<file path="src/rtl/ser_shbuf_pkg.sv">
// Shared definitions for the bit-serial shift operand buffer: default widths
// and the sequencer state encoding.
package ser_shbuf_pkg;

    localparam int SHB_W  = 32;
    localparam int SHB_SW = 5;

    typedef enum logic [1:0] {
        ST_IDLE = 2'd0,
        ST_LOAD = 2'd1,
        ST_SKIP = 2'd2,
        ST_EMIT = 2'd3
    } state_e;

endpackage

</file>
<file path="src/rtl/ser_rotbuf.sv">
// W-bit operand store: serial MSB-side load shifting right, or rotate right,
// both gated by an enable. Deliberately not reset; contents are always reloaded.
module ser_rotbuf
    import ser_shbuf_pkg::*;
#(
    parameter int W = SHB_W
) (
    input  logic i_clk,
    input  logic i_en,
    input  logic i_load,
    input  logic i_din,
    output logic o_lsb
);

    logic [W-1:0] buf_q;
    logic [W-1:0] buf_d;

    // Next buffer value: load shifts the serial bit in at the MSB, otherwise rotate right
    always_comb begin
        if (i_load) begin
            buf_d = {i_din, buf_q[W-1:1]};
        end else begin
            buf_d = {buf_q[0], buf_q[W-1:1]};
        end
    end

    // Buffer register, updated only when enabled
    always_ff @(posedge i_clk) begin
        if (i_en) begin
            buf_q <= buf_d;
        end
    end

    assign o_lsb = buf_q[0];

endmodule

</file>
<file path="src/rtl/ser_shbuf.sv">
// Serial operand buffer and sequencer ahead of the serial shifter: loads rs1 and
// the shift amount LSB-first, pre-rotates, then streams aligned bits with wrap flags.
module ser_shbuf
    import ser_shbuf_pkg::*;
#(
    parameter int W  = SHB_W,
    parameter int SW = SHB_SW
) (
    input  logic          i_clk,
    input  logic          i_rst,
    input  logic          i_en,
    input  logic          i_start,
    input  logic          i_right,
    input  logic          i_signed,
    input  logic          i_rs1,
    input  logic          i_rs2,
    output logic          o_busy,
    output logic [SW-1:0] o_shamt,
    output logic          o_signbit,
    output logic          o_valid,
    output logic          o_d,
    output logic          o_wrap,
    output logic          o_done
);

    localparam logic [SW-1:0] CNT_LAST = SW'(W - 1);

    state_e        state_q, state_d;
    logic [SW-1:0] cnt_q, cnt_d;
    logic [SW-1:0] shamt_q, shamt_d;
    logic          right_q, right_d;
    logic          signed_q, signed_d;
    logic          signbit_q, signbit_d;
    logic [SW-1:0] cnt_inc_s;
    logic          cnt_carry_s;
    logic [SW-1:0] skip_s;
    logic          wrap_s;
    logic          buf_en_s;
    logic          buf_load_s;
    logic          buf_lsb_s;

    assign {cnt_carry_s, cnt_inc_s} = {1'b0, cnt_q} + {{SW{1'b0}}, 1'b1};

    // Pre-rotation length and wrap flag; for a right shift n+shamt >= W is n > ~shamt
    always_comb begin
        if (right_q) begin
            skip_s = shamt_q;
            wrap_s = (cnt_q > ~shamt_q);
        end else begin
            skip_s = {SW{1'b0}} - shamt_q;
            wrap_s = (cnt_q < shamt_q);
        end
    end

    // Sequencer next-state, counter and capture logic; everything holds while i_en is low
    always_comb begin
        state_d    = state_q;
        cnt_d      = cnt_q;
        shamt_d    = shamt_q;
        right_d    = right_q;
        signed_d   = signed_q;
        signbit_d  = signbit_q;
        buf_en_s   = 1'b0;
        buf_load_s = 1'b0;
        if (i_en) begin
            case (state_q)
                ST_IDLE: begin
                    if (i_start) begin
                        state_d  = ST_LOAD;
                        right_d  = i_right;
                        signed_d = i_signed;
                        cnt_d    = {SW{1'b0}};
                    end else begin
                        state_d  = ST_IDLE;
                    end
                end
                ST_LOAD: begin
                    buf_en_s   = 1'b1;
                    buf_load_s = 1'b1;
                    cnt_d      = cnt_inc_s;
                    if (cnt_q < SW'(SW)) begin
                        shamt_d = {i_rs2, shamt_q[SW-1:1]};
                    end else begin
                        shamt_d = shamt_q;
                    end
                    if (cnt_q == CNT_LAST) begin
                        signbit_d = i_rs1 & right_q & signed_q;
                        cnt_d     = {SW{1'b0}};
                        if (skip_s == {SW{1'b0}}) begin
                            state_d = ST_EMIT;
                        end else begin
                            state_d = ST_SKIP;
                        end
                    end else begin
                        state_d = ST_LOAD;
                    end
                end
                ST_SKIP: begin
                    buf_en_s = 1'b1;
                    if (cnt_inc_s == skip_s) begin
                        state_d = ST_EMIT;
                        cnt_d   = {SW{1'b0}};
                    end else begin
                        state_d = ST_SKIP;
                        cnt_d   = cnt_inc_s;
                    end
                end
                ST_EMIT: begin
                    buf_en_s = 1'b1;
                    cnt_d    = cnt_inc_s;
                    if (cnt_carry_s) begin
                        state_d = ST_IDLE;
                    end else begin
                        state_d = ST_EMIT;
                    end
                end
                default: begin
                    state_d = ST_IDLE;
                    cnt_d   = {SW{1'b0}};
                end
            endcase
        end else begin
            state_d = state_q;
        end
    end

    // Control registers with synchronous reset; a reset discards any partial operation
    always_ff @(posedge i_clk) begin
        if (i_rst) begin
            state_q   <= ST_IDLE;
            cnt_q     <= {SW{1'b0}};
            shamt_q   <= {SW{1'b0}};
            right_q   <= 1'b0;
            signed_q  <= 1'b0;
            signbit_q <= 1'b0;
        end else begin
            state_q   <= state_d;
            cnt_q     <= cnt_d;
            shamt_q   <= shamt_d;
            right_q   <= right_d;
            signed_q  <= signed_d;
            signbit_q <= signbit_d;
        end
    end

    ser_rotbuf #(.W(W)) u_rotbuf (
        .i_clk  (i_clk),
        .i_en   (buf_en_s),
        .i_load (buf_load_s),
        .i_din  (i_rs1),
        .o_lsb  (buf_lsb_s)
    );

    // Outputs are decoded purely from registered state, never from inputs
    assign o_busy    = (state_q != ST_IDLE);
    assign o_valid   = (state_q == ST_EMIT);
    assign o_d       = o_valid & buf_lsb_s;
    assign o_wrap    = o_valid & wrap_s;
    assign o_done    = o_valid & (cnt_q == CNT_LAST);
    assign o_shamt   = shamt_q;
    assign o_signbit = signbit_q;

endmodule

</file>
<file path="config.mk">
export PLATFORM = sky130hd
export DESIGN_NAME = ser_shbuf
export DESIGN_NICKNAME = d
export VERILOG_FILES = /design/src/rtl/ser_shbuf_pkg.sv /design/src/rtl/ser_rotbuf.sv /design/src/rtl/ser_shbuf.sv
export SDC_FILE = /design/constraint.sdc
export NUM_CORES = 1
export LEC_CHECK = 0
export ABC_AREA = 1
export BUFFER_PORTS_ARGS = -buffer_cell sky130_fd_sc_hd__buf_4
export CORE_MARGIN = 2
export CORE_UTILIZATION = 63
export DETAILED_ROUTE_END_ITERATION = 8
export HOLD_SLACK_MARGIN = 0.03
export PLACE_DENSITY = 0.93
export SLEW_MARGIN = 5
export SYNTH_ARGS = -nofsm -noshare
export SYNTH_HDL_FRONTEND = slang
export SYNTH_SLANG_ARGS = --single-unit
</file>
<file path="constraint.sdc">
create_clock -name i_clk -period 2.9 [get_ports i_clk]
set_input_delay 0.58 -clock i_clk [delete_from_list [all_inputs] [get_ports i_clk]]
set_output_delay 0.58 -clock i_clk [all_outputs]
set_load 0.1 [all_outputs]
</file>
==> impl_results.md, run 1 <==
* Status: finished clean
* Min-delay worst type: input pin to flip-flop
* Post-CTS Setup Repair Bufs at 0
* Gpl congestion at 0.898
* CP Max Fanout at 6
* Die Y at 63.2 µm
* Worst-case clock buffer depth at 2
* Final Hold Fails at 0
* # DRC at 0
* Min Hold Slack at 414 ps
* Initial antenna violation count at 0
* Hold Path Depth at 3
* Slew Viols, Final at 0
* Routed WL at 4450 µm
* Non-filler instance count after layout at 294
* Setup TNS at 0 ps
* Worst slew pin tran at 428 ps
* IO Pins at 19
* Worst slew margin at 71.4%
* Power Dens Cells at 528 nW/µm²
* Fillcell total at 246
* H-tree levels at 2
* Yosys cell types at 27
* Leak Pwr at 0.00103 µW
* CP Launch Type: flip-flop
* First-pass DRT Iterations at 4
* Avg WL per Cell at 15.1 µm
* Worst-path clk slew at 140 ps
* Inst Count DP at 286
* Clk_lat worst skew at 370 ps
* Ys Warns at 0
* Via count at 1652
* Total grt overflow at 0
* Tot GR Track Use at 25.4%
* FF-to-FF setup slack at 950 ps
* # setup viols final at 0
* Synthesized cell area at 2210 µm²
* Max Cap Viol at 0
* Final nets at 268
* Area delta synth->final at 13.5%
* Total CTS buffers at 5
* Vias per cell at 5.62
* Syn Nets at 244
* Reg2Reg Depth at 11
* Post-Syn Area per Cell at 9.90 µm²
* CTS tree: built
* Required time worst endpoint at 2320 ps
* Clk_skew at 9.90 ps
* Hpwl dp at 3070 µm
* # diodes at 0
* Worst vdd ir at 0.406 mV
* Sequential element share of the synthesized area at 57.1%
* Site Rows at 21
* Global-route wire length before repair at 7600 µm
* Initial core utilization at 65.6%
* Post-DRT Antenna Nets at 0
* Number of port buffers at 18
* Final Cycle Share at 93.5%
* PostCTS Resize Cnt at 0
* Number of global-route vias before repair at 1559
* RSZ-0062 raised after global routing: false
* Post-Syn Instances at 223
* Clock Sinks at 47
* Worst Path Arrival at 2130 ps
* Critical path class: flip-flop to output port
* DR iter-0 viols at 80
* CTS Hold Buffers Added at 0
* Min cycle time layout at 2710 ps
* Core region area at 3360 µm²
* Share of cells above drive strength 1 at 21.0%
* Max frequency at 0.369 GHz
* Largest net degree at the start of global routing at 23
* Register bit total from synthesis at 47
* Die width at 63.2 µm
* Root buffer selected by CTS: clkbuf_4
* DIE AREA at 3990 µm²
* CP endpoint kind: output port
[cells in the mapped netlist]
| master | n | area (µm²) |
|---|---|---|
| o21ai_1 | 3 | 15.0 |
| nand4_1 | 4 | 25.0 |
| nand3_2 | 2 | 20.0 |
| nand2_2 | 2 | 12.5 |
| nand2_4 | 2 | 22.5 |
| a21oi_1 | 14 | 70.1 |
| o21ai_0 | 12 | 60.1 |
| a311oi_1 | 1 | 8.76 |
| a21oi_2 | 3 | 26.3 |
| clkbuf_1 | 1 | 3.75 |
| inv_1 | 28 | 105 |
| inv_2 | 2 | 7.51 |
| ha_1 | 13 | 163 |
| nor3_1 | 3 | 15.0 |
| dfxtp_1 | 15 | 300 |
| nand3_1 | 10 | 50.1 |
| a31oi_1 | 1 | 6.26 |
| nand3b_1 | 1 | 7.51 |
| nand4_2 | 1 | 12.5 |
| nor2_2 | 2 | 12.5 |
| o21bai_1 | 1 | 7.51 |
| edfxtp_1 | 32 | 961 |
| nor2_1 | 22 | 82.6 |
| buf_4 | 1 | 7.51 |
| nand2_1 | 43 | 161 |
| nor3_2 | 1 | 10.0 |
| nor2_4 | 3 | 33.8 |
[critical path: stages, from the launching register on]
cell,delay (ps)
dfxtp_2,400
inv_1,80
ha_1,310
inv_1,80
nor2_1,40
nor2_1,90
o21bai_1,70
a21oi_1,120
nor2_1,50
nor2_1,120
o21ai_2,80
nor2_4,100
buf_8,200
[layer usage]
layer	wire length [µm]	part of all wire (%)	GRT usage, %
met1	1890	43	33.7
met2	2140	48	39.9
met3	298	6.7	6.79
met4	110	2.5	10.1
met5	0	0	0
[report_power, final]
| group | internal [µW] | leakage (µW) | switching (µW) |
|---|---|---|---|
| logic | 47.6 | 0.000567 | 120 |
| registers | 736 | 0.000416 | 15.5 |
| clock network | 184 | 0.0000418 | 220 |
[sequential cells by signal, summed over array words and instances (netlist names)]
signal	flops
o_signbit	1
u_rotbuf.buf_q	32
o_shamt	5
state_q	2
cnt_q	5
signed_q	1
right_q	1
[area by class of cell]
| type | count | area (µm²) | share of cell area [%] |
|---|---|---|---|
| flip-flops and latches | 47 | 1270 | 50.6 |
| multi-input cells | 144 | 833 | 33.3 |
| repair buffers | 19 | 150 | 5.99 |
| inverters | 30 | 113 | 4.50 |
| well taps | 46 | 57.6 | 2.30 |
| clock inverters | 3 | 46.3 | 1.85 |
| clock buffers | 5 | 37.5 | 1.50 |
[kinds of logic (layout without fill, tap and decap cells)]
kind of cell | count (synthesis) | after routing | share of synthesized area [%]
simple gates | 96 | 96 | 21.1
flops | 47 | 47 | 57.1
compound gates | 35 | 35 | 8.79
buf+inv | 32 | 57 | 5.61
fa+ha+maj | 13 | 13 | 7.37
[path summary, 6_finish.rpt]
| check | start | endpoint |
|---|---|---|
| max | o_shamt[1] | o_wrap |
| max reg2reg | cnt_q[1] | cnt_q[3] |
| min reg2reg | u_rotbuf.buf_q[11] | u_rotbuf.buf_q[10] |
| min | i_signed | signed_q |
[metrics by stage]
stage                     cell area (µm²)  total power, µW  worst slack, ps  util, %
final                                2500             1320              189     74.5
after global routing                 2500             1370             23.0     74.5
after CTS                            2490             1320             81.4     74.1
after detailed placement             2410              930              503     71.7
after global placement               2410              925              617     71.7
after floorplan                      2220              888             46.7        -
[placed cells by master, fill, tap and decap left out, types with 3 or more instances in the layout]
cell type | netlist | layout
a21oi_1 | 14 | 14
a21oi_2 | 3 | 3
buf_4 | 1 | 18
clkbuf_4 | 0 | 5
dfxtp_1 | 15 | 10
dfxtp_2 | 0 | 5
edfxtp_1 | 32 | 32
ha_1 | 13 | 13
inv_1 | 28 | 28
nand2_1 | 43 | 43
nand3_1 | 10 | 10
nand4_1 | 4 | 4
nor2_1 | 22 | 21
nor2_4 | 3 | 4
nor3_1 | 3 | 3
o21ai_0 | 12 | 11
o21ai_1 | 3 | 3
Power figures use the tool's default switching activity.
==> run 2: changes to the inputs <==
--- a/config.mk
+++ b/config.mk
@@ -11,6 +11,7 @@
 export CORE_UTILIZATION = 63
 export DETAILED_ROUTE_END_ITERATION = 8
 export HOLD_SLACK_MARGIN = 0.03
+export MAX_ROUTING_LAYER = met4
 export PLACE_DENSITY = 0.93
 export SLEW_MARGIN = 5
 export SYNTH_ARGS = -nofsm -noshare
==> run 2 against run 1 <==
Against the previous run:
- register-to-register slack is essentially flat
- non-clock buffer count did not move
- total power grew 4.3%
- first-iteration DRC count rose by 43%
- die area is the same
- largest power group unchanged
- sequential power hardly changed
- flip-flop and latch count unchanged
- wire length decreased by 6.2%
- critical path type unchanged
==> impl_results.md, run 2 (same netlist as run 1, synthesis figures left out) <==
* Die Y at 63.2 µm (unchanged)
* Clock Sinks at 47 (unchanged)
* Final nets at 268 (unchanged)
* Required time worst endpoint at 2320 ps (about the same)
* Crit path max-delay cell type: dfxtp_2 (unchanged)
* Initial antenna violation count at 0 (unchanged)
* Min-delay worst type: flip-flop to flip-flop (was input pin to flip-flop)
* Pwr Total at 1380 µW (was 1320 µW)
* CTS Hold Buffers Added at 0 (unchanged)
* DIE AREA at 3990 µm² (unchanged)
* Total grt overflow at 0 (unchanged)
* Min cycle time layout at 2710 ps (about the same)
* Largest net degree at the start of global routing at 27 (was 23)
* Crit path top cell by count: nor2_1 (unchanged)
* Number of global-route vias before repair at 1507 (was 1559)
* Clk_lat worst skew at 360 ps (was 370 ps)
* Crit-path cells: inv_1 > ha_1 > inv_1 > nor2_1 > nor2_1 > o21bai_1 > a21oi_1 > nor2_1 > nor2_1 > o21ai_1 > nor2_4 > buf_4 (was inv_1 > ha_1 > inv_1 > nor2_1 > nor2_1 > o21bai_1 > a21oi_1 > nor2_1 > nor2_1 > o21ai_2 > nor2_4 > buf_8)
* Worst slew pin tran at 367 ps (was 428 ps)
* Die width at 63.2 µm (unchanged)
* # diodes at 0 (unchanged)
* # setup viols final at 0 (unchanged)
* Root buffer selected by CTS: clkbuf_4 (unchanged)
* RSZ-0062 raised after global routing: false (unchanged)
* CP Max Fanout at 6 (unchanged)
* Tot GR Track Use at 24.5% (was 25.4%)
* Gpl congestion at 0.902 (was 0.898)
* Slew Viols, Final at 0 (unchanged)
* Site Rows at 21 (unchanged)
* Worst-path clk slew at 130 ps (was 140 ps)
* Setup WS post-layout at 194 ps (was 189 ps)
* Non-filler instance count after layout at 294 (unchanged)
* CP Launch Type: flip-flop (unchanged)
* IO Pins at 19 (unchanged)
* Leak Pwr at 0.00103 µW (about the same)
* Via count at 1625 (was 1652)
* CP endpoint kind: output port (unchanged)
* Final Cycle Share at 93.3% (was 93.5%)
* Power Dens Cells at 550 nW/µm² (was 528 nW/µm²)
* Worst slew margin at 75.5% (was 71.4%)
* H-tree levels at 2 (unchanged)
* Critical path class: flip-flop to output port (unchanged)
* Status: finished clean (unchanged)
* Hpwl dp at 2970 µm (was 3070 µm)
* Number of port buffers at 18 (unchanged)
* Vias per cell at 5.53 (was 5.62)
* Area delta synth->final at 13.8% (was 13.5%)
* Total CTS buffers at 5 (unchanged)
* Post-DRT Antenna Nets at 0 (unchanged)
* # DRC at 0 (unchanged)
* Min Hold Slack at 433 ps (was 414 ps)
* Routed WL at 4170 µm (was 4450 µm)
* Pre-CTS WS at 556 ps (was 503 ps)
* Global-route wire length before repair at 7230 µm (was 7600 µm)
* Max frequency at 0.370 GHz (was 0.369 GHz)
* CTS tree: built (unchanged)
* Biggest register: u_rotbuf.buf_q (unchanged)
* Crit-path max cell delay at 400 ps (about the same)
* Most common cell after layout, fill and taps aside: nand2_1 (unchanged)
* Final Hold Fails at 0 (unchanged)
* Share of cells above drive strength 1 at 20.2% (was 21.0%)
* Worst Path Arrival at 2130 ps (about the same)
* Avg WL per Cell at 14.2 µm (was 15.1 µm)
* Initial core utilization at 65.6% (unchanged)
* First-pass DRT Iterations at 4 (unchanged)
* Fillcell total at 236 (was 246)
* Core region area at 3360 µm² (unchanged)
* Inst Count DP at 286 (unchanged)
* Max reg flops at 32 (unchanged)
* Clk_skew at 10.4 ps (was 9.90 ps)
* Commonest non-fill, non-tap cells in the layout: 43 x nand2_1, 32 x edfxtp_1, 28 x inv_1 (unchanged)
* DR iter-0 viols at 114 (was 80)
* Worst-case clock buffer depth at 2 (unchanged)
* Max Cap Viol at 0 (unchanged)
* Worst vdd ir at 0.408 mV (was 0.406 mV)
* Setup TNS at 0 ps (unchanged)
## run 2: cell count changes in the layout (fill, tap and decap cells not counted)
cell | previous run | this run
bufinv_16 | 1 | 2
buf_8 | 1 | 0
clkinvlp_4 | 1 | 0
clkbuf_1 | 0 | 1
buf_4 | 18 | 19
inv_6 | 1 | 0
o21ai_1 | 3 | 4
o21ai_2 | 1 | 0
## run 2: layout make-up
type                    instances  area (µm²)  area share, %
repair buffers                 19         143           5.68
clock inverters                 2        60.1           2.39
flip-flops and latches         47        1270           50.5
inverters                      30         113           4.48
clock buffers                   6        41.3           1.64
well taps                      46        57.6           2.29
multi-input cells             144         830           33.0
## run 2: worst max-delay path: cells and delay by family (launching register included)
family                   cells  cell delay, ps
AO/OA/AOI/OAI                3             280
adder cells (fa/ha/maj)      1             310
buffers and inverters        3             440
flip-flops                   1             400
AND/OR/NAND/NOR              5             340
## run 2: power by group
group | switching [µW] | leakage, µW | total [µW] | internal, µW
Clock | 194 | 0.0000525 | 463 | 269
Combinational | 119 | 0.000565 | 166 | 47.5
Sequential | 14.9 | 0.000416 | 751 | 736
Total | 328 | 0.00103 | 1380 | 1050
## run 2: metal layers
layer | share of wire, % | track usage (%) | up-vias
met4 | 2.6 | 11.4 | 0
met3 | 5.5 | 4.82 | 13
met1 | 47 | 33.5 | 751
met5 | 0 | - | -
li1 | - | - | 805
met2 | 45 | 35.5 | 56
## run 2: final timing paths
check | cells past startpoint | to | slack [ps] | from
max | 12 | o_wrap | 190 | o_shamt[1]
min | 0 | u_rotbuf.buf_q[20] | 430 | u_rotbuf.buf_q[21]
max reg2reg | 11 | cnt_q[3] | 960 | cnt_q[1]
min reg2reg | 0 | u_rotbuf.buf_q[20] | 430 | u_rotbuf.buf_q[21]
## run 2: timing repair
| action | 4_1_cts | 5_1_grt |
|---|---|---|
| resized for setup | 0 | 1 |
| buffers inserted | 0 | 0 |
| setup endpoints to repair | 0 | 1 |
| hold endpoints to repair | 0 | 0 |
## run 2: metrics by stage
stage | cell area [µm²] | util [%]
6_report | 2510 | 74.7
5_1_grt | 2510 | 74.7
4_1_cts | 2510 | 74.7
3_5_place_dp | 2410 | 71.7
3_3_place_gp | 2410 | 71.7
2_1_floorplan | 2220 | -
